--- src/rtl/count_disp_pkg.sv ---
// Shared types and helpers for the BCD counter display: FSM encoding,
// seven-segment glyphs (gfedcba, active-high) and the double-dabble add-3 step.
package count_disp_pkg;

  typedef enum logic [1:0] {
    IDLE    = 2'd0,
    CONVERT = 2'd1,
    DONE    = 2'd2
  } dd_state_t;

  localparam logic [6:0] SEG_0     = 7'h3F;
  localparam logic [6:0] SEG_1     = 7'h06;
  localparam logic [6:0] SEG_2     = 7'h5B;
  localparam logic [6:0] SEG_3     = 7'h4F;
  localparam logic [6:0] SEG_4     = 7'h66;
  localparam logic [6:0] SEG_5     = 7'h6D;
  localparam logic [6:0] SEG_6     = 7'h7D;
  localparam logic [6:0] SEG_7     = 7'h07;
  localparam logic [6:0] SEG_8     = 7'h7F;
  localparam logic [6:0] SEG_9     = 7'h6F;
  localparam logic [6:0] SEG_BLANK = 7'h00;

  function automatic logic [3:0] bcd_add3(input logic [3:0] nib);
    return (nib >= 4'd5) ? nib + 4'd3 : nib;
  endfunction

  // Non-decimal nibbles cannot occur in a committed result; show them dark.
  function automatic logic [6:0] seg_glyph(input logic [3:0] nib);
    logic [6:0] g;
    case (nib)
      4'd0:    g = SEG_0;
      4'd1:    g = SEG_1;
      4'd2:    g = SEG_2;
      4'd3:    g = SEG_3;
      4'd4:    g = SEG_4;
      4'd5:    g = SEG_5;
      4'd6:    g = SEG_6;
      4'd7:    g = SEG_7;
      4'd8:    g = SEG_8;
      4'd9:    g = SEG_9;
      default: g = SEG_BLANK;
    endcase
    return g;
  endfunction

endpackage

--- src/rtl/bcd_double_dabble.sv ---
// Sequential binary-to-BCD converter: one shift-add-3 step per clock, IN_W steps
// per conversion; loads while busy are dropped.
module bcd_double_dabble
  import count_disp_pkg::*;
#(
  parameter int unsigned IN_W   = 16,
  parameter int unsigned DIGITS = 5
) (
  input  logic                  clk,
  input  logic                  rst_n,
  input  logic [IN_W-1:0]       count_in,
  input  logic                  load,
  output logic                  busy,
  output logic                  bcd_valid,
  output logic [4*DIGITS-1:0]   bcd_out,
  output logic [4*DIGITS-1:0]   bcd_next_c
);

  localparam int unsigned BCD_W = 4 * DIGITS;
  localparam int unsigned CNT_W = $clog2(IN_W + 1);

  dd_state_t          r_state;
  dd_state_t          w_state_next;
  logic               w_accept;
  logic               w_commit;
  logic [IN_W-1:0]    r_bin;
  logic [BCD_W-1:0]   r_scratch;
  logic [BCD_W-1:0]   r_bcd;
  logic [CNT_W-1:0]   r_cnt;
  logic               r_busy;
  logic               r_valid;
  logic [BCD_W-1:0]   w_adj;
  logic [BCD_W-1:0]   w_shifted;

  always_ff @(posedge clk or posedge rst_n) begin
    if (rst_n) r_state <= IDLE;
    else       r_state <= w_state_next;
  end

  always_comb begin
    w_state_next = r_state;
    w_accept     = 1'b0;
    w_commit     = 1'b0;
    case (r_state)
      IDLE: begin
        if (load) begin
          w_state_next = CONVERT;
          w_accept     = 1'b1;
        end
      end
      CONVERT: begin
        if (r_cnt == CNT_W'(IN_W - 1)) begin
          w_state_next = DONE;
          w_commit     = 1'b1;
        end
      end
      DONE: begin
        if (load) begin
          w_state_next = CONVERT;
          w_accept     = 1'b1;
        end else begin
          w_state_next = IDLE;
        end
      end
      default: w_state_next = IDLE;
    endcase
  end

  // Add-3 correction on every nibble, then shift in the next binary MSB.
  always_comb begin
    w_adj = '0;
    for (int j = 0; j < int'(DIGITS); j++) begin
      w_adj[4*j +: 4] = bcd_add3(r_scratch[4*j +: 4]);
    end
  end

  assign w_shifted = BCD_W'({w_adj, r_bin[IN_W-1]});

  always_ff @(posedge clk or posedge rst_n) begin
    if (rst_n) begin
      r_bin     <= '0;
      r_scratch <= '0;
      r_cnt     <= '0;
      r_bcd     <= '0;
      r_busy    <= 1'b0;
      r_valid   <= 1'b0;
    end else begin
      r_busy  <= (w_state_next == CONVERT);
      r_valid <= (w_state_next == DONE);
      if (w_accept) begin
        r_bin     <= count_in;
        r_scratch <= '0;
        r_cnt     <= '0;
      end else if (r_state == CONVERT) begin
        r_bin     <= r_bin << 1;
        r_scratch <= w_shifted;
        r_cnt     <= r_cnt + CNT_W'(1);
      end
      if (w_commit) r_bcd <= w_shifted;
    end
  end

  // Lets the display pick up a commit on the same edge it advances digits.
  assign bcd_next_c = w_commit ? w_shifted : r_bcd;

  assign busy      = r_busy;
  assign bcd_valid = r_valid;
  assign bcd_out   = r_bcd;

endmodule

--- src/rtl/count_bcd_display.sv ---
// Counter snapshot -> BCD -> multiplexed seven-segment display.
// Optional leading-zero blanking is enabled by defining LEADING_ZERO_BLANK_EN.
module count_bcd_display
  import count_disp_pkg::*;
#(
  parameter int unsigned IN_W     = 16,
  parameter int unsigned DIGITS   = 5,
  parameter int unsigned SCAN_DIV = 10
) (
  input  logic                  clk,
  input  logic                  rst_n,
  input  logic [IN_W-1:0]       count_in,
  input  logic                  load,
  output logic                  busy,
  output logic                  bcd_valid,
  output logic [4*DIGITS-1:0]   bcd_out,
  output logic [6:0]            seg,
  output logic [DIGITS-1:0]     digit_sel
);

  localparam int unsigned BCD_W = 4 * DIGITS;
  localparam int unsigned IDX_W = (DIGITS > 1) ? $clog2(DIGITS) : 1;

  logic [BCD_W-1:0]    w_bcd_next;
  logic [SCAN_DIV-1:0] r_presc;
  logic [IDX_W-1:0]    r_idx;
  logic [IDX_W-1:0]    w_idx_next;
  logic [3:0]          w_nib;
  logic [6:0]          w_seg_next;
  logic [6:0]          r_seg;
  logic [DIGITS-1:0]   r_digit_sel;

  bcd_double_dabble #(
    .IN_W   (IN_W),
    .DIGITS (DIGITS)
  ) u_dd (
    .clk        (clk),
    .rst_n      (rst_n),
    .count_in   (count_in),
    .load       (load),
    .busy       (busy),
    .bcd_valid  (bcd_valid),
    .bcd_out    (bcd_out),
    .bcd_next_c (w_bcd_next)
  );

  always_comb begin
    w_idx_next = r_idx;
    if (&r_presc) begin
      w_idx_next = (r_idx == IDX_W'(DIGITS - 1)) ? '0 : r_idx + IDX_W'(1);
    end
  end

  always_comb begin
    w_nib = '0;
    for (int j = 0; j < int'(DIGITS); j++) begin
      if (w_idx_next == IDX_W'(j)) w_nib = w_bcd_next[4*j +: 4];
    end
  end

`ifdef LEADING_ZERO_BLANK_EN
  logic [DIGITS-1:0] w_zero_from;

  // w_zero_from[j]: digit j and every digit above it are zero.
  always_comb begin
    w_zero_from = '0;
    w_zero_from[DIGITS-1] = (w_bcd_next[BCD_W-1 -: 4] == 4'd0);
    for (int j = int'(DIGITS) - 2; j >= 0; j--) begin
      w_zero_from[j] = w_zero_from[j+1] && (w_bcd_next[4*j +: 4] == 4'd0);
    end
  end

  always_comb begin
    w_seg_next = seg_glyph(w_nib);
    for (int j = 1; j < int'(DIGITS); j++) begin
      if (w_idx_next == IDX_W'(j) && w_zero_from[j]) w_seg_next = SEG_BLANK;
    end
  end
`else
  always_comb begin
    w_seg_next = seg_glyph(w_nib);
  end
`endif

  always_ff @(posedge clk or posedge rst_n) begin
    if (rst_n) begin
      r_presc     <= '0;
      r_idx       <= '0;
      r_seg       <= SEG_0;
      r_digit_sel <= DIGITS'(1);
    end else begin
      r_presc     <= r_presc + SCAN_DIV'(1);
      r_idx       <= w_idx_next;
      r_seg       <= w_seg_next;
      r_digit_sel <= DIGITS'(1) << w_idx_next;
    end
  end

  assign seg       = r_seg;
  assign digit_sel = r_digit_sel;

endmodule

--- config.mk ---
export PLATFORM = sky130hd
export DESIGN_NAME = count_bcd_display
export DESIGN_NICKNAME = d
export VERILOG_FILES = /design/src/rtl/count_disp_pkg.sv /design/src/rtl/bcd_double_dabble.sv /design/src/rtl/count_bcd_display.sv
export SDC_FILE = /design/constraint.sdc
export NUM_CORES = 1
export LEC_CHECK = 0
export CORE_MARGIN = 3
export CORE_UTILIZATION = 56
export DETAILED_ROUTE_END_ITERATION = 12
export PLACE_DENSITY = 0.88
export SLEW_MARGIN = 20
export SYNTH_ARGS = -nofsm -noshare
export SYNTH_HDL_FRONTEND = slang
export SYNTH_SLANG_ARGS = --single-unit
--- constraint.sdc ---
create_clock -name clk -period 3.92 [get_ports clk]
set_input_delay 0.784 -clock clk [delete_from_list [all_inputs] [get_ports clk]]
set_output_delay 0.784 -clock clk [all_outputs]
set_load 0.03 [all_outputs]
# After elaboration in Yosys (flattened, before gate mapping)
# Memory sizes are Yosys's and may differ from the RTL's. A register that Yosys moved wholly into a read port is not among the register bits.
# Cells that the tools add are included.
totals:
  input_bits: 19
  regBits: 83
  wordCells: 67
  rom_bits: 112
  output_inout_bits: 34
  memories: 1
mem_list:
  columns: ["name", "words", "word_bits", "read_ports", "rd_clocked_by_memory_dff", "wr", "line", "source"]
  rows:
  - ["(name not given)", 16, 7, 1, 1, 0, "count_disp_pkg.sv:30", "case (nib)"]
classes:
  n_mux: 27
  addsub: 8
  shift: 1
  reduce_logical: 5
  n_lt_le_gt_ge: 5
  eq_ne: 10
op_table:
  columns: ["op", "n"]
  rows:
  - ["20-bit 2-to-1 mux", 3]
  - ["4-bit 2-to-1 mux", 9]
  - ["16-bit 2-to-1 mux", 2]
  - ["4-bit by 3-bit greater-or-equal comparator with 1-bit output (second input constant)", 5]
  - ["4-bit by 2-bit adder with 4-bit output (second input constant)", 4]
  - ["10-bit by 1-bit adder with 10-bit output (second input constant)", 1]
  - ["5-bit 2-to-1 mux", 2]
  - ["10-bit AND reduction", 1]
  - ["3-bit 2-to-1 mux", 3]
  - ["3-bit by 2-bit == test with 1-bit output (second input constant)", 2]
  - ["3-bit == test (second input constant)", 2]
  - ["2-bit case mux with 3 select lines", 1]
  - ["5-bit by 1-bit adder with 5-bit output (second input constant)", 1]
  - ["5-bit by 4-bit == test with 1-bit output (second input constant)", 1]
  - ["1-bit 2-to-1 mux", 5]
  - ["1-bit by 3-bit << shifter with 5-bit output (first input constant)", 1]
  - ["2-bit by 1-bit == test with 1-bit output (second input constant)", 2]
  - ["2-bit == test (second input constant)", 2]
  - ["2-bit 2-to-1 mux", 2]
  - ["3-bit by 1-bit adder with 3-bit output (second input constant)", 1]
  - ["3-bit by 2-bit adder with 3-bit output (second input constant)", 1]
  - ["3-bit by 1-bit == test with 1-bit output (second input constant)", 1]
  - ["3-bit zero test", 1]
  - ["2-bit zero test", 1]
  - ["other kinds (2)", 2]

# Depth between registers and ports, before layout
# Gate-level depths: netlist of the first run.
logic_depth:
  word_depth: 9
  mapped_depth: 16
  depth_no_buf: 15

# Hierarchy
# A second synthesis of the first run with hierarchy kept.
hier_totals:
  cells_unflattened: 418
  area_unflattened_um2: 4445.5
modules_own_cells:
  columns: ["module", "area_per_inst_um2", "cells_per_inst", "seq_area_each_um2", "instances"]
  rows:
  - ["bcd_double_dabble", 3027.9, 295, 1626.6, 1]
  - ["count_bcd_display", 1417.6, 123, 634.4, 1]

# Least setup slack after synthesis of the first run
# No wires, ideal clock.
synth_path:
  path_kind: "register to register"
  from: "register u_dd.r_cnt[0]"
  to: "register r_seg[0], in the netlist seg[0]"
  path_stages_with_launch: 14
  setup_ps: 88
  path_buffers: 1
  synth_period_minus_slack_ps: 2706
  t_arrival_ps: 2619
  slack_ps: 1214
  t_required_ps: 3832
  cell_sequence: "dfrtp_1 > ha_1 > and3_1 > ha_1 > nand3b_1 > inv_1 > buf_2 > mux2i_1 > a2111oi_2 > a211oi_4 > ha_1 > inv_1 > mux2i_1 > o22ai_1"
synth_via:
  elab_chain_len: 9
synth_rtl:
  columns: ["item", "line", "source"]
  rows:
  - ["start: declaration", "bcd_double_dabble.sv:29", "logic [CNT_W-1:0] r_cnt;"]
  - ["start signal: assignment", "bcd_double_dabble.sv:97", "r_cnt <= r_cnt + CNT_W'(1);"]
  - ["5-bit by 4-bit == test with 1-bit output *", "bcd_double_dabble.sv:52", "if (r_cnt == CNT_W'(IN_W - 1)) begin"]
  - ["1-bit 2-to-1 mux *", "bcd_double_dabble.sv:52", null]
  - ["1-bit 2-to-1 mux *", "bcd_double_dabble.sv:44", "case (r_state)"]
  - ["20-bit 2-to-1 mux *", "bcd_double_dabble.sv:104", "assign bcd_next_c = w_commit ? w_shifted : r_bcd;"]
  - ["4-bit 2-to-1 mux (4 in a row)", "count_bcd_display.sv:57", "if (w_idx_next == IDX_W'(j)) w_nib = w_bcd_next[4*j +: 4];"]
  - ["4-bit 2-to-1 mux *", "count_bcd_display.sv:57", null]
  - ["end: declaration", "count_bcd_display.sv:30", "logic [6:0] r_seg;"]
# Mark *: on every way between the ends. The rest lies on a longest branch, timed or not.
# A chain may end at the register's enable or synchronous reset.

# Final worst setup path of the first run
layout_path:
  from: "register u_dd.r_cnt[0]"
  to: "register r_seg[6], in the netlist seg[6]"
# The elaborated chain is that of the path after synthesis.

==> results of run 1 <==
state kept, by name (all words and copies together), names as in the netlist:
signal,cells
digit_sel,5
r_idx,3
r_presc,10
seg,7
u_dd.bcd_out,20
u_dd.bcd_valid,1
u_dd.busy,1
u_dd.r_bin,16
u_dd.r_cnt,5
u_dd.r_scratch,20
u_dd.r_state,2
path summary, 6_finish.rpt:
check,endpoint,slack (ps)
min in group asynchronous,u_dd.r_bin[8],830
max in group asynchronous,seg[5],2350
min,r_presc[0],470
max,seg[6],930
max reg2reg,seg[6],930
min reg2reg,r_presc[0],470
per-layer routing:
layer | wire length (um) | track usage, % | vias to the layer above | part of all wire (%)
li1 | - | - | 1624 | -
met1 | 4309 | 33.58 | 1742 | 43
met2 | 5006 | 39.07 | 109 | 50
met3 | 582 | 5.179 | 9 | 5.8
met4 | 108 | 5.889 | 0 | 1.1
met5 | 0 | 0 | - | 0
per-stage QoR:
stage / cell area (um2) / util (%)
global placement: 5019 / 67.74
global route: 5207 / 70.29
finish: 5207 / 70.29
floorplan: 4389 / -
CTS: 5207 / 70.29
detailed placement: 5019 / 67.74
power by group:
group	leakage, nW	internal (mW)	switching (mW)
clock network	0.0974	0.311	0.315
registers	1.11	1.30	0.275
logic	1.21	0.852	1.25
total	2.42	2.46	1.84
worst max-delay path, stage by stage (launching register included):
cell and delay, ps:
dfrtp_1 400, ha_1 210, and3_1 160, ha_1 170
nand3b_1 100, inv_1 370, mux2i_1 370, a2111oi_2 140
a211oi_4 410, inv_1 160, ha_1 240, o22ai_1 170
kinds of logic (layout without fill, tap and decap cells):
logic type               count (synthesis)  count (layout)  share of synthesized area, %
XOR/XNOR                                12              12                         2.395
buffers and inverters                   44             101                         4.076
flip-flops                              90              90                         51.51
adder cells (fa/ha/maj)                 21              21                         5.986
multiplexers                            14              14                         3.535
AND/OR/NAND/NOR                        138             138                         14.60
AO/OA/AOI/OAI                          114             114                         17.90
cell type report:
class                           instances  area, um2  share of cell area, %
Clock buffer                           13      148.9                  2.859
Inverter                               28      111.4                  2.138
Sequential cell                        90       2261                  43.42
Tap cell                               99      123.9                  2.379
Clock inverter                          3      40.04                 0.7689
Timing Repair Buffer                   57      570.5                  10.96
Multi-Input combinational cell        299       1952                  37.48
layout by cell type (no fill, tap or decap), types with 12 or more instances in the layout:
cell	count
dfrtp_1	83
a21oi_1	16
clkdlybuf4s50_1	52
ha_1	21
inv_1	26
o22ai_1	12
nand2_1	76
nor2_1	16
a22oi_1	16
o21ai_0	29
==> metrics, run 1 <==
post-synthesis sequential area ratio=between 50% and 60%; Leakage=~2.4 nW; row count=31; vias in the first global route=3,383; total clock sinks=90; Power Dens Cells=826.3 mW/mm2; most frequent cells after synthesis=83 x dfrtp_1, 76 x nand2_1, 29 x o21ai_0, 27 x inv_1, 21 x ha_1; post-synth top area share=a little under half; Pre-antenna DRT Iters=5; core area=0.007408 mm2; first-pass GRT wire length=16,680 um; status=completed; hold path depth=1; Final Hold Fails=0; dpl hpwl=between 7000 and 8000 um; total grt overflow=0; Crit Path Class=flip-flop to flip-flop; Final Setup Violations=0; overall global routing resource usage=about a quarter; Post-CTS Setup Inserts=0; Relative slew margins=approximately half; antenna violations before repair=0; Ys Warns=0; worst path arrival time=roughly 3300 ps; Non-Filler Instances=slightly below 600; Chip Width=roughly 95 um; #FFs+latches synth=90; Final Net Count=~530; Layout area overhead=18.64%; Max Cap Viol=0; Max IR drop VDD=0.5263 mV; I/O pins=between 50 and 60; maximum root-to-sink buffer count=2; CTS Buf Count=9; Net Count, Synth=around 470; IO buf count=52; CTS tree=built; pin count of the biggest net entering global routing=53; clk slew on worst S/H paths=roughly 90 ps; FILL cells=498; FF-to-FF Start=u_dd.r_cnt[0]; Hold-fix buffers, CTS=0; gp weighted congestion=0.8303; crit path max fanout=11; Initial Utilization=59.25%; via/cell ratio=5.915; drt initial violations=between 200 and 300; Worst-Margin Slew=roughly 740 ps; Req. time, crit path=~4200 ps; wirelength, routed=about 10,000 um; largest cells by area after synthesis=dfrtp_1 47%, nand2_1 6.5%, ha_1 6.0%, dfstp_2 4.2%, o21ai_0 3.3%; Final WS setup=about 930 ps; clock skew=approximately 9.4 ps; crit path from=u_dd.r_cnt[0]; post-CTS sizing=0; RSZ-0062 raised after global routing=no; clock latency on the worst-skew pair=360 ps; most area-hungry cell type in the Yosys netlist=dfrtp_1; vias=between 3,000 and 4,000; Hold Crit Class=flip-flop to flip-flop; final period utilization=between 70% and 80%; CTS root buffer=clkbuf_8; asr flop ratio synth=between 90% and 100%; Routed Antenna Nets=0; dpl ws=about 940 ps; reg2reg path depth=11; count leader, synth=dfrtp_1; worst hold slack=around 470 ps; Design Power=between 4 and 5 mW; max-slew violation count=0; htree depth=3; Worst setup EP type=flip-flop; synthesized cell area=about 0.0044 mm2; synthesized area per cell=10.14 um2; Tmin final=about 3000 ps; Gate Count Post-Synth=433; Routed wire per std cell=around 17 um; Die H=between 90 and 100 um; # diodes=0; post-synth cell types=51; die area=0.008936 mm2; fraction of layout cells with a size suffix above 1=8.163%; CP Launch Type=flip-flop; drc violations=0; Post-synth EDFFs=0; Worst Min Path Start=r_presc[0]; number of placed instances, taps included=~570; setup tns final=0 ps; FMAX=0.3342 GHz; ys flop type=dfrtp_1
Note: power is estimated with default switching activity, not from simulation.
==> inputs of run 2 (changes only) <==
Settings changed: CORE_UTILIZATION 56 to 50, PLACE_DENSITY 0.88 to 0.84.
Clock period 3.92 ns to 2.6 ns, I/O delays scaled along.
==> run 2 against run 1 <==
  * The run now ends with negative setup slack left
  * Fmax is 7.9% higher
  * Power is 62% higher
  * Register-to-register slack worse by 1100 ps
  * Die area is 11% higher
  * Wire length is 11% higher
  * Largest cell class unchanged
==> metrics, run 2 (synthesis gave the netlist of run 1 again) <==
status=complete, but fails checks; failing checks=negative setup slack; hold path depth=2; Layout Utilization=approximately 67%; CTS tree=built; FMAX=approximately 0.36 GHz; dpl hpwl=~7200 um; total clock sinks=90; worst path arrival time=slightly above 3000 ps; Chip Width=roughly 100 um; Routed Antenna Nets=0; Final Setup Violations=7; Hold EP=u_dd.r_bin[4]; Power Dens Cells=1234 mW/mm2; Pre-antenna DRT Iters=5; gp weighted congestion=around 0.86; core area=0.008382 mm2; setup tns final=-764.4 ps; vias=between 3,000 and 4,000; drt initial violations=roughly 270; CTS Buf Count=9; CP Launch Type=flip-flop; maximum root-to-sink buffer count=2; first-pass GRT wire length=17,640 um; max-slew violation count=0; via/cell ratio=about 5.7; most common cell after layout, fill and taps aside=dfrtp_1; Final Net Count=559; Routed wire per std cell=~18 um; Initial Utilization=a little over half; Tmin final=~2800 ps; Final WS setup=-173.9 ps; Max Cap Viol=0; reg2reg path depth=14; cell area after layout=roughly 0.0056 mm2; placed cell area=a little over 0.005 mm2; IO buf count=52; final period utilization=106.7%; Layout area overhead=28.53%; CTS root buffer=clkbuf_8; clock latency on the worst-skew pair=370 ps; Reg-to-Reg End=seg[0]; most frequent cells in the layout=83 x dfrtp_1, 75 x nand2_1, 52 x clkdlybuf4s50_1; die area=around 0.0099 mm2; Req. time, crit path=~2900 ps; wirelength, routed=approximately 11,000 um; Max IR drop VDD=around 0.96 mV; total grt overflow=0; row count=33; antenna violations before repair=0; Die H=about 100 um; Worst setup EP type=flip-flop; Worst-Margin Slew=851.9 ps; htree depth=3; pin count of the biggest net entering global routing=slightly above 90; drc violations=0; crit path max fanout=6; Crit Path Class=flip-flop to flip-flop; vias in the first global route=~3,600; Hold-fix buffers, CTS=0; FILL cells=a little over 600; # diodes=0; overall global routing resource usage=a little under a quarter; RSZ-0062 raised after global routing=yes; number of placed instances, taps included=between 600 and 700; Relative slew margins=between 40% and 50%; Worst Min Path Start=u_dd.r_bin[4]; I/O pins=between 50 and 60; Leakage=between 2 and 3 nW; Hold Crit Class=flip-flop to flip-flop; worst hold slack=487.9 ps; reg2reg setup slack=-170 ps; clk slew on worst S/H paths=90 ps; FF-to-FF Start=u_dd.r_cnt[0]; clock skew=~15 ps; Final Hold Fails=0; Non-Filler Instances=between 600 and 700; fraction of layout cells with a size suffix above 1=about a fifth
[run 2: cell types whose count changed in the layout (fill, tap and decap cells not counted), moves of 3 or more]
cell and change:
inv_2 +3, ha_2 +4, inv_1 -4, clkinvlp_4 +3, buf_6 +3, buf_4 +29, ha_1 -5, clkbuf_1 -3
[run 2: worst max path at each step]
stage / start / endpoint / slack (ps) / depth (start not counted)
6_report: u_dd.r_cnt[0] / seg[0] / -170 / 14
3_5_place_dp: r_idx[0] / seg[3] / -110 / 13
5_1_grt: u_dd.r_cnt[0] / seg[0] / -310 / 10
2_1_floorplan: u_dd.r_cnt[0] / seg[3] / 1 / 14
3_3_place_gp: u_dd.r_cnt[0] / seg[0] / 30 / 13
4_1_cts: u_dd.r_cnt[1] / seg[3] / -100 / 14
[run 2: metrics by stage]
step / total power [mW] / setup slack [ps]
floorplan: 4.481 / 1.246
global placement: 5.438 / 27.25
detailed placement: 5.616 / -108.8
CTS: 6.851 / -97.32
global route: 7.398 / -307.9
finish: 6.963 / -173.9
[run 2: worst max-delay path, stage by stage, from the launching register on]
cell,delay (ps)
dfrtp_1,400
ha_2,190
and3_4,180
ha_4,160
nand3b_1,180
clkinvlp_4,160
buf_8,160
buf_6,110
mux2i_1,130
inv_1,110
a211oi_4,330
ha_2,230
inv_2,40
mux2i_2,190
o22ai_1,110
[run 2: routing by layer]
layer	track usage [%]	up-vias	wire length, um
met1	29.97	1763	4629
met2	36.89	117	5616
met3	4.418	22	592
met5	0	-	0
met4	9.979	0	276
li1	-	1687	-
[run 2: what timing repair did]
item                                    in CTS  in global routing
endpoints found under the hold margin        0                  0
resized for setup                           20                 13
endpoints found under the setup margin       7                  7
cloned                                       0                  1
buffers inserted                             9                  2
pin swaps                                    6                  8
[run 2: area by class of cell]
class                   count  area, um2  area share, %
clock inverters             6      90.09          1.597
clock buffers              10      137.6          2.440
repair buffers             90      837.1          14.84
well taps                 105      131.4          2.329
flip-flops and latches     90       2261          40.08
multi-input cells         300       2067          36.64
inverters                  28      117.6          2.085
[run 2: power by group]
part	total [mW]	switching (mW)	internal, mW
clock	1.09	0.517	0.569
combinational	3.51	2.05	1.46
sequential	2.36	0.408	1.96
total	6.96	2.98	3.99
==> inputs of run 3 (changes only) <==
Settings changed: ABC_AREA set to 1, CELL_PAD_IN_SITES_DETAIL_PLACEMENT set to 0, CELL_PAD_IN_SITES_GLOBAL_PLACEMENT set to 1, CORE_UTILIZATION 50 to 38, PLACE_DENSITY 0.84 to 0.83.
==> run 3 against run 2 <==
  * The flow now finishes without violations
  * Global-route usage shrank 7.3 points
  * Final cell count is 15% higher
  * Fmax rose by 10%
  * Critical path depth increased by 6
  * Clock skew is 5.4 ps lower
  * Combinational power decreased by 5%
  * Non-clock buffer count fell by 12
  * Final area is 3.5% higher
  * Worst hold slack worse by 38 ps
  * Die area is 32% higher
  * Synthesized cell count rose by 16%
  * Critical endpoint unchanged
  * Largest cell class unchanged
==> metrics, run 3 <==
Layout area overhead=30.81%; CTS Buf Count=9; post-synth cell types=30; most frequent cells after synthesis=120 x nand2_1, 83 x dfrtp_1, 72 x inv_1, 42 x o21ai_0, 38 x nand3_1; Initial Utilization=around two fifths; Sw Ratio=a little over two fifths; total grt overflow=0; Leakage=between 2 and 3 nW; CTS tree=built; die area=about 0.013 mm2; FF-to-FF Start=u_dd.r_cnt[1]; Hold-fix buffers, CTS=0; combinational share of power=49.2%; Power Dens Cells=~1200 mW/mm2; Routed Antenna Nets=0; routed wl met2=4825 um; placed cell area=~0.0052 mm2; setup tns final=0 ps; max-slew violation count=0; synthesized area per cell=a little under 9 um2; Relative slew margins=68.93%; cell area after layout=about 0.0058 mm2; synthesized cell area=0.004463 mm2; vias=roughly 3,600; wl on met1=approximately 4500 um; gp weighted congestion=between 0.8 and 0.9; drc violations=0; Worst Min Path Start=r_presc[0]; crit path max fanout=8; I/O pins=53; # diodes=0; antenna violations before repair=0; pin count of the biggest net entering global routing=between 90 and 100; Gate Count Post-Synth=503; Psw=between 2 and 3 mW; maximum root-to-sink buffer count=2; number of placed instances, taps included=approximately 700; Reg power frac=between 30 and 40%; worst hold slack=~450 ps; highest metal used=met4; wirelength, routed=between 9000 and 10,000 um; ys flop type=dfrtp_1; core area=roughly 0.011 mm2; CTS root buffer=clkbuf_16; CP Launch Type=flip-flop; Clk pwr share=18.1%; most area-hungry cell type in the Yosys netlist=dfrtp_1; Die H=114.4 um; status=completed; vias in the first global route=approximately 3,500; count leader, synth=nand2_1; Net Count, Synth=543; Chip Width=roughly 110 um; worst path arrival time=about 2800 ps; FMAX=a little under 0.4 GHz; post-synthesis sequential area ratio=50.66%; Max IR drop VDD=~0.52 mV; Hold Crit Class=flip-flop to flip-flop; met3 WL=370 um; via/cell ratio=5.023; most frequent cells in the layout=114 x nand2_1, 83 x dfrtp_1, 67 x inv_1; dpl hpwl=between 6000 and 7000 um; htree depth=3; Layout Utilization=around 52%; Post-synth EDFFs=0; row count=38; first-pass GRT wire length=around 16,000 um; Int Pwr=between 3 and 4 mW; Final WS setup=87.03 ps; fraction of layout cells with a size suffix above 1=20.38%; dpl ws=-35.23 ps; post-synth top area share=46.54%; Non-Filler Instances=between 700 and 800; Tmin final=2513 ps; Final Hold Fails=0; most common cell after layout, fill and taps aside=nand2_1; clock latency on the worst-skew pair=roughly 350 ps; Worst setup EP type=flip-flop; #FFs+latches synth=90; drt initial violations=between 150 and 200; Crit Path Class=flip-flop to flip-flop; Max Cap Viol=0; Final Setup Violations=0; asr flop ratio synth=between 90% and 100%; largest cells by area after synthesis=dfrtp_1 47%, nand2_1 10%, inv_1 6.1%, ha_1 5.9%, o21ai_0 4.7%; Ys Warns=0; total clock sinks=90; crit path from=u_dd.r_cnt[1]; Req. time, crit path=2880 ps; clk slew on worst S/H paths=roughly 60 ps; clock skew=between 10 and 15 ps; Design Power=6.742 mW; overall global routing resource usage=approximately 16%; Routed wire per std cell=13.63 um; Worst-Margin Slew=between 400 and 500 ps; Final Net Count=approximately 620; Pre-antenna DRT Iters=5; final period utilization=a little over nine tenths; IO buf count=52
==> run 3: cell type report <==
| cell class | count | area (um2) |
|---|---|---|
| Timing Repair Buffer | 78 | 783.3 |
| Inverter | 78 | 304.0 |
| Clock buffer | 10 | 239.0 |
| Multi-Input combinational cell | 322 | 2033 |
| Clock inverter | 6 | 42.54 |
| Sequential cell | 90 | 2261 |
| Fill cell | 1001 | 5335 |
| Tap cell | 140 | 175.2 |
==> run 3: logic make-up (layout without fill, tap and decap cells) <==
family	Yosys count	in the layout	synth area share, %
flip-flops	90	90	50.66
AO/OA/AOI/OAI	77	77	10.37
AND/OR/NAND/NOR	214	214	23.24
XOR/XNOR	10	10	1.962
buffers and inverters	91	172	7.878
adder cells (fa/ha/maj)	21	21	5.887
==> run 3: final timing paths <==
path,endpoint,slack [ps],cells past startpoint
setup / recovery,seg[0],90,20
hold / removal,r_presc[0],450,1
setup reg to reg,seg[0],90,20
max in group asynchronous,seg[2],1560,3
min in group asynchronous,u_dd.r_scratch[2],660,3
hold reg to reg,r_presc[0],450,1
==> run 3: power by group through the flow <==
stage               registers (mW)  logic [mW]  clock network (mW)
floorplan                     2.52        1.75                   0
global placement              2.21        2.97                   0
detailed placement            2.23        3.03                   0
CTS                           2.20        3.07                1.25
global route                  2.27        3.72                1.31
finish                        2.21        3.32                1.22
==> run 3: critical path: stages, from the launching register on <==
cell and delay (ps):
dfrtp_1 380, ha_2 200, nand2_2 70, nor2_2 120, ha_2 190, inv_2 50, nor2_4 120, inv_4 70
clkbuf_16 160, nand2_1 100, o21ai_4 80, nand3_2 80, nand3_2 110, nor2_4 140, nor2_4 70, ha_4 150
inv_1 50, nand4_1 140, nand2_1 100, nand2_1 50, nand2_1 50
==> run 3: metal layers <==
layer,GRT usage (%),up-vias
met5,0,-
met4,6.255,0
met3,3.066,13
met2,25.45,55
met1,20.31,1771
li1,-,1798
==> run 3: timing repair <==
item	in CTS	in global routing
gates resized for setup	2	57
gates cloned	0	2
pin swaps	0	18
endpoints found under the setup margin	4	7
buffers inserted	2	9
==> edit 1 (config.mk and constraints of run 3) <==
Add a define of `LEADING_ZERO_BLANK_EN`.
--- a/src/rtl/count_bcd_display.sv
+++ b/src/rtl/count_bcd_display.sv
@@ -2,2 +2,4 @@
 // Optional leading-zero blanking is enabled by defining LEADING_ZERO_BLANK_EN.
+`define LEADING_ZERO_BLANK_EN
+
 module count_bcd_display
Check against the original RTL: same outputs for any inputs over 10 cycles, from zero or initial values and one cycle with rst_n high; that may be too few to reach the edited logic, so the function may still have changed.
==> edit 1 against run 3 <==
  * Cell area up 6.4%
  * Worst setup slack improved by 0.015 ns
  * Utilization rose by 1.5 points
  * Wire length increased by 13%
  * Largest power group unchanged
  * First-iteration DRC count fell by 5.4%
  * Total power up 6.4%
  * Area after synthesis up 2.0%
  * Sequential cell count is the same
  * Hold slack better by 0.028 ns
  * Global-route usage rose by 1.1 points
==> edit 1: results (changes against run 3) <==
first-pass GRT wire length = 17.9 mm (+10%)
crit-path max FO = 8 (unchanged)
Overflow after GRT = 0 (unchanged)
routed length per instance = 14.2 µm (+4.3%)
worst clock skew = 0.00741 ns (-0.00260 ns)
# H-tree levels = 3 (unchanged)
Pre-antenna DRT Iters = 4 (-1)
critical setup path kind = register to register
Num CTS Buffers = 9 (unchanged)
register area share after synthesis = 49.7% (-1.0 points)
Slowest Stage Delay on Critical Path = 0.36 ns (-0.02 ns)
share of cells above drive strength 1 = 23.8% (+3.4 points)
DR vias/cell = 4.90 (-2.4%)
hpwl dp = 7.59 mm (+10%)
GRT Total Usage = 16.7% (+1.1 points)
total placed cells including tap cells = 746 (+7.3%)
top cells by area, synth = dfrtp_1 46%, nand2_1 11%, inv_1 6.5%
vias in the first global route = 3815 (+9.7%)
Net count, final = 673 (+8.7%)
worst r2r src = r_presc[1]
M1 WL = 4.91 mm (+8.5%)
Starting DRT DRC Count = 176 (-5.4%)
Finished Layout Cells = 782 (+8.0%)
LEAKAGE = 3.03 nW (+8.2%)
maximum vdd drop = 0.000579 V (+11%)
count of cell types in the netlist = 35 (+17%)
R2R depth = 15 (-25%)
ys flop type = dfrtp_1
class of the worst hold path = input pin to asynchronous set/reset pin
top post-synthesis cells by count = 134 x nand2_1, 83 x dfrtp_1, 79 x inv_1
status = finished, final reports clean
syn nets = 576 (+6.1%)
Slew @ Worst Pin = 0.454 ns (-0.0123 ns)
met2 wire length = 5.59 mm (+16%)
diode count = 0 (unchanged)
Cell Area, Placed = 0.00541 mm² (+3.5%)
top layer in use = met4
WL met3 = 424 µm (+15%)
gp weighted congestion = 0.846 (+1.3%)
Data arrival, critical path = 2.77 ns (-0.02 ns)
flop-to-flop setup slack = 0.10 ns
Clock Path Buffers = 2 (unchanged)
Reg-to-Reg End = seg[1]
clock-pin slew on the worst setup and hold paths = 0.07 ns
Post-Synthesis Cells = 537 (+6.8%)
Root Driver = clkbuf_16
fillers = 1038 (+3.7%)
Yosys warning count = 0 (unchanged)
largest net degree at the start of global routing = 38 (-58%)
-- edit 1: cell types whose count changed after synthesis, sizes merged, moves of 3 or more --
cell / before / now
nor2: 24 / 50
nand2: 131 / 145
inv: 77 / 85
a21oi: 3 / 7
o211ai: 0 / 5
nor3: 3 / 0
nand3: 44 / 27
o221ai: 15 / 10
-- edit 1: cell type report --
type,instances,area (µm²),share of cell area (%)
flip-flops and latches,90,2260,36.4
multi-input cells,351,2170,34.9
repair buffers,97,946,15.2
inverters,85,333,5.36
clock buffers,9,225,3.63
well taps,143,179,2.88
clock inverters,7,100,1.61
-- edit 1: timing repair --
| action | 4_1_cts | 5_1_grt |
|---|---|---|
| setup endpoints to repair | 3 | 7 |
| setup buffers | 0 | 17 |
| cloned | 0 | 3 |
| pin swaps | 1 | 43 |
| endpoints found under the hold margin | 0 | 0 |
| resized for setup | 4 | 86 |
-- edit 1: how the worst min path moves through the flow --
stage	from	to	slack [ns]	cells past startpoint
3_5_place_dp	r_presc[0]	r_presc[0]	0.46	1
4_1_cts	r_presc[0]	r_presc[0]	0.47	1
5_1_grt	r_presc[9]	r_presc[9]	0.50	1
3_3_place_gp	r_presc[0]	r_presc[0]	0.43	1
6_report	rst_n	r_presc[5]	0.48	2
2_1_floorplan	r_presc[0]	r_presc[0]	0.42	1
-- edit 1: kinds of logic after synthesis --
family	Yosys count	share of synthesized area [%]
simple gates	237	23.6
buf+inv	96	8.02
flops	90	49.7
compound gates	84	11.3
fa+ha+maj	20	5.50
xor+xnor	10	1.92
-- edit 1: metal layers --
metal  GRT usage (%)  vias to the layer above
li1                -                     1921
met5               0                        -
met2            27.9                       79
met1            22.2                     1817
met4            5.40                        0
met3            2.82                       16
-- edit 1: power breakdown --
group          switching, mW  total, mW  internal, mW
Combinational           2.19       3.57          1.38
Clock                  0.565       1.42         0.853
Sequential             0.258       2.19          1.93
-- edit 1: worst max-delay path: cells and delay by family, from the launching register on --
kind	cells	cell delay (ns)
AOI/OAI and AO/OA	2	0.34
adders and majority gates	2	0.46
buffers and inverters	4	0.39
DFF	1	0.36
and+or+nand+nor	7	0.86
-- edit 1: metrics by stage --
step	hold WS, ns	worst slack [ns]
floorplan	0.423	0.0940
global placement	0.434	0.0891
detailed placement	0.456	-0.0397
CTS	0.466	0.00873
global route	0.498	-0.0483
finish	0.478	0.102
==> edit 2 (settings of run 3) <==
Without the edit above. Remove the register `r_digit_sel`: a continuous assignment takes its place, so the output `digit_sel` follows one clock earlier.
--- a/src/rtl/count_bcd_display.sv
+++ b/src/rtl/count_bcd_display.sv
@@ -89,3 +89,2 @@
       r_seg       <= SEG_0;
-      r_digit_sel <= DIGITS'(1);
     end else begin
@@ -94,5 +93,6 @@
       r_seg       <= w_seg_next;
-      r_digit_sel <= DIGITS'(1) << w_idx_next;
     end
   end
+
+  assign r_digit_sel = DIGITS'(1) << w_idx_next;
 
Function: no difference found for any inputs over 10 cycles, from zero or initial values and one cycle with rst_n high; that may be too few to reach the edited logic, so the function may still have changed.
==> edit 2 against run 3 <==
  * Final cell count is 0.97% higher
  * Total power is 3.0% lower
  * Sequential power fell by 5%
  * Worst setup slack improved by 0.0042 ns
  * Area after synthesis grew 1.6%
  * Fmax rose by 0.17%
  * Largest power group unchanged
  * Sequential cell count decreased by 5
  * Wire length grew 2.9%
  * Cell area increased by 1.1%
  * Highest routed layer unchanged
  * Critical path type is now register to primary output
==> edit 2: results (changes against run 3) <==
status = finished, final reports clean
WL met3 = 313 µm (-15%)
met2 wire length = 5.03 mm (+4.3%)
top cells by area, synth = dfrtp_1 44%, nand2_1 10%, inv_1 5.9%
power per cell area = 1110 mW/mm² (-4.0%)
maximum vdd drop = 0.000426 V (-18%)
vias in the first global route = 3542 (+1.8%)
top post-synthesis cells by count = 121 x nand2_1, 79 x dfrtp_1, 71 x inv_1
sequential power share = 32.1% (-0.7 points)
worst r2r src = u_dd.r_cnt[0]
count of cell types in the netlist = 37 (+23%)
hpwl dp = 7.21 mm (+4.6%)
LEAKAGE = 2.81 nW (+0.46%)
register area share after synthesis = 47.1% (-3.6 points)
class of the worst hold path = register to register
routed length per instance = 13.9 µm (+1.9%)
compound-gate portion of the synthesized area = 9.11% (-1.3 points)
total placed cells including tap cells = 693 (-0.29%)
GRT Total Usage = 15.7% (+0.15 points)
Starting DRT DRC Count = 215 (+16%)
Clock Latency Late Sink = 0.33 ns (-0.02 ns)
worst rel slew slack = 67.1% (-1.8 points)
XOR/XNOR Fraction of Synth Area = 1.74% (-0.22 points)
M1 WL = 4.71 mm (+4.0%)
worst clock skew = 0.00545 ns (-0.00456 ns)
Sw Share = 41.3% (-1.3 points)
CP startpoint = r_presc[0]
min-delay src = u_dd.r_cnt[3]
pre-CTS setup slack = -0.0417 ns (-0.00651 ns)
Net count, final = 623 (+0.65%)
syn nets = 545 (+0.37%)
via count = 3666 (+0.80%)
crit-path max FO = 5 (-3)
Synth Area in Adders = 5.79% (-0.093 points)
Data arrival, critical path = 1.99 ns (-0.80 ns)
largest net degree at the start of global routing = 86 (-5.5%)
DR vias/cell = 5.02 (-0.17%)
critical setup path kind = register to primary output
first-pass GRT wire length = 16.6 mm (+2.8%)
Cell Area, Placed = 0.00522 mm² (-0.19%)
gp weighted congestion = 0.852 (+2.0%)
Post-Synthesis Cells = 505 (+0.40%)
## edit 2: cell types whose count changed in the layout (fill, tap and decap cells not counted), moves of 4 or more
| cell | run 3 | this run |
|---|---|---|
| clkdlybuf4s50_1 | 52 | 47 |
| o22ai_1 | 17 | 10 |
| buf_6 | 2 | 6 |
| nand4_1 | 9 | 15 |
| dfrtp_1 | 83 | 79 |
| buf_4 | 20 | 24 |
| nor2_2 | 8 | 3 |
| nand2_4 | 3 | 11 |
## edit 2: area by class of cell
| type | count | area (µm²) |
|---|---|---|
| clock buffer | 15 | 278 |
| inverter | 76 | 300 |
| tap | 143 | 179 |
| timing repair buffer | 80 | 773 |
| multi-input combinational | 331 | 2210 |
| fill | 1067 | 5620 |
| clock inverter | 1 | 30.0 |
| sequential | 85 | 2130 |
## edit 2: metal layers
| layer | vias up | track usage (%) |
|---|---|---|
| met5 | - | 0 |
| met4 | 0 | 6.10 |
| met3 | 7 | 2.37 |
| met2 | 62 | 25.1 |
| met1 | 1780 | 21.6 |
| li1 | 1817 | - |
## edit 2: worst paths after layout
check,cells after the start,end,slack [ns]
setup reg to reg,19,seg[3],0.12
hold / removal,1,u_dd.r_cnt[3],0.47
min in group asynchronous,3,u_dd.r_bin[13],0.62
setup / recovery,10,digit_sel[2],0.09
max in group asynchronous,3,seg[4],1.55
hold reg to reg,1,u_dd.r_cnt[3],0.47
## edit 2: timing repair
item	CTS	global route
endpoints found under the hold margin	0	0
buffers inserted	4	18
pin swaps	3	24
setup endpoints to repair	4	12
gates resized for setup	5	52
## edit 2: cell families (layout without fill, tap and decap cells)
group / Yosys count / in the layout
DFF: 85 / 85
xor gates and xnor gates: 9 / 9
adders and majority gates: 21 / 21
AOI/OAI and AO/OA: 67 / 67
buffers and inverters: 89 / 172
and+or+nand+nor: 234 / 234
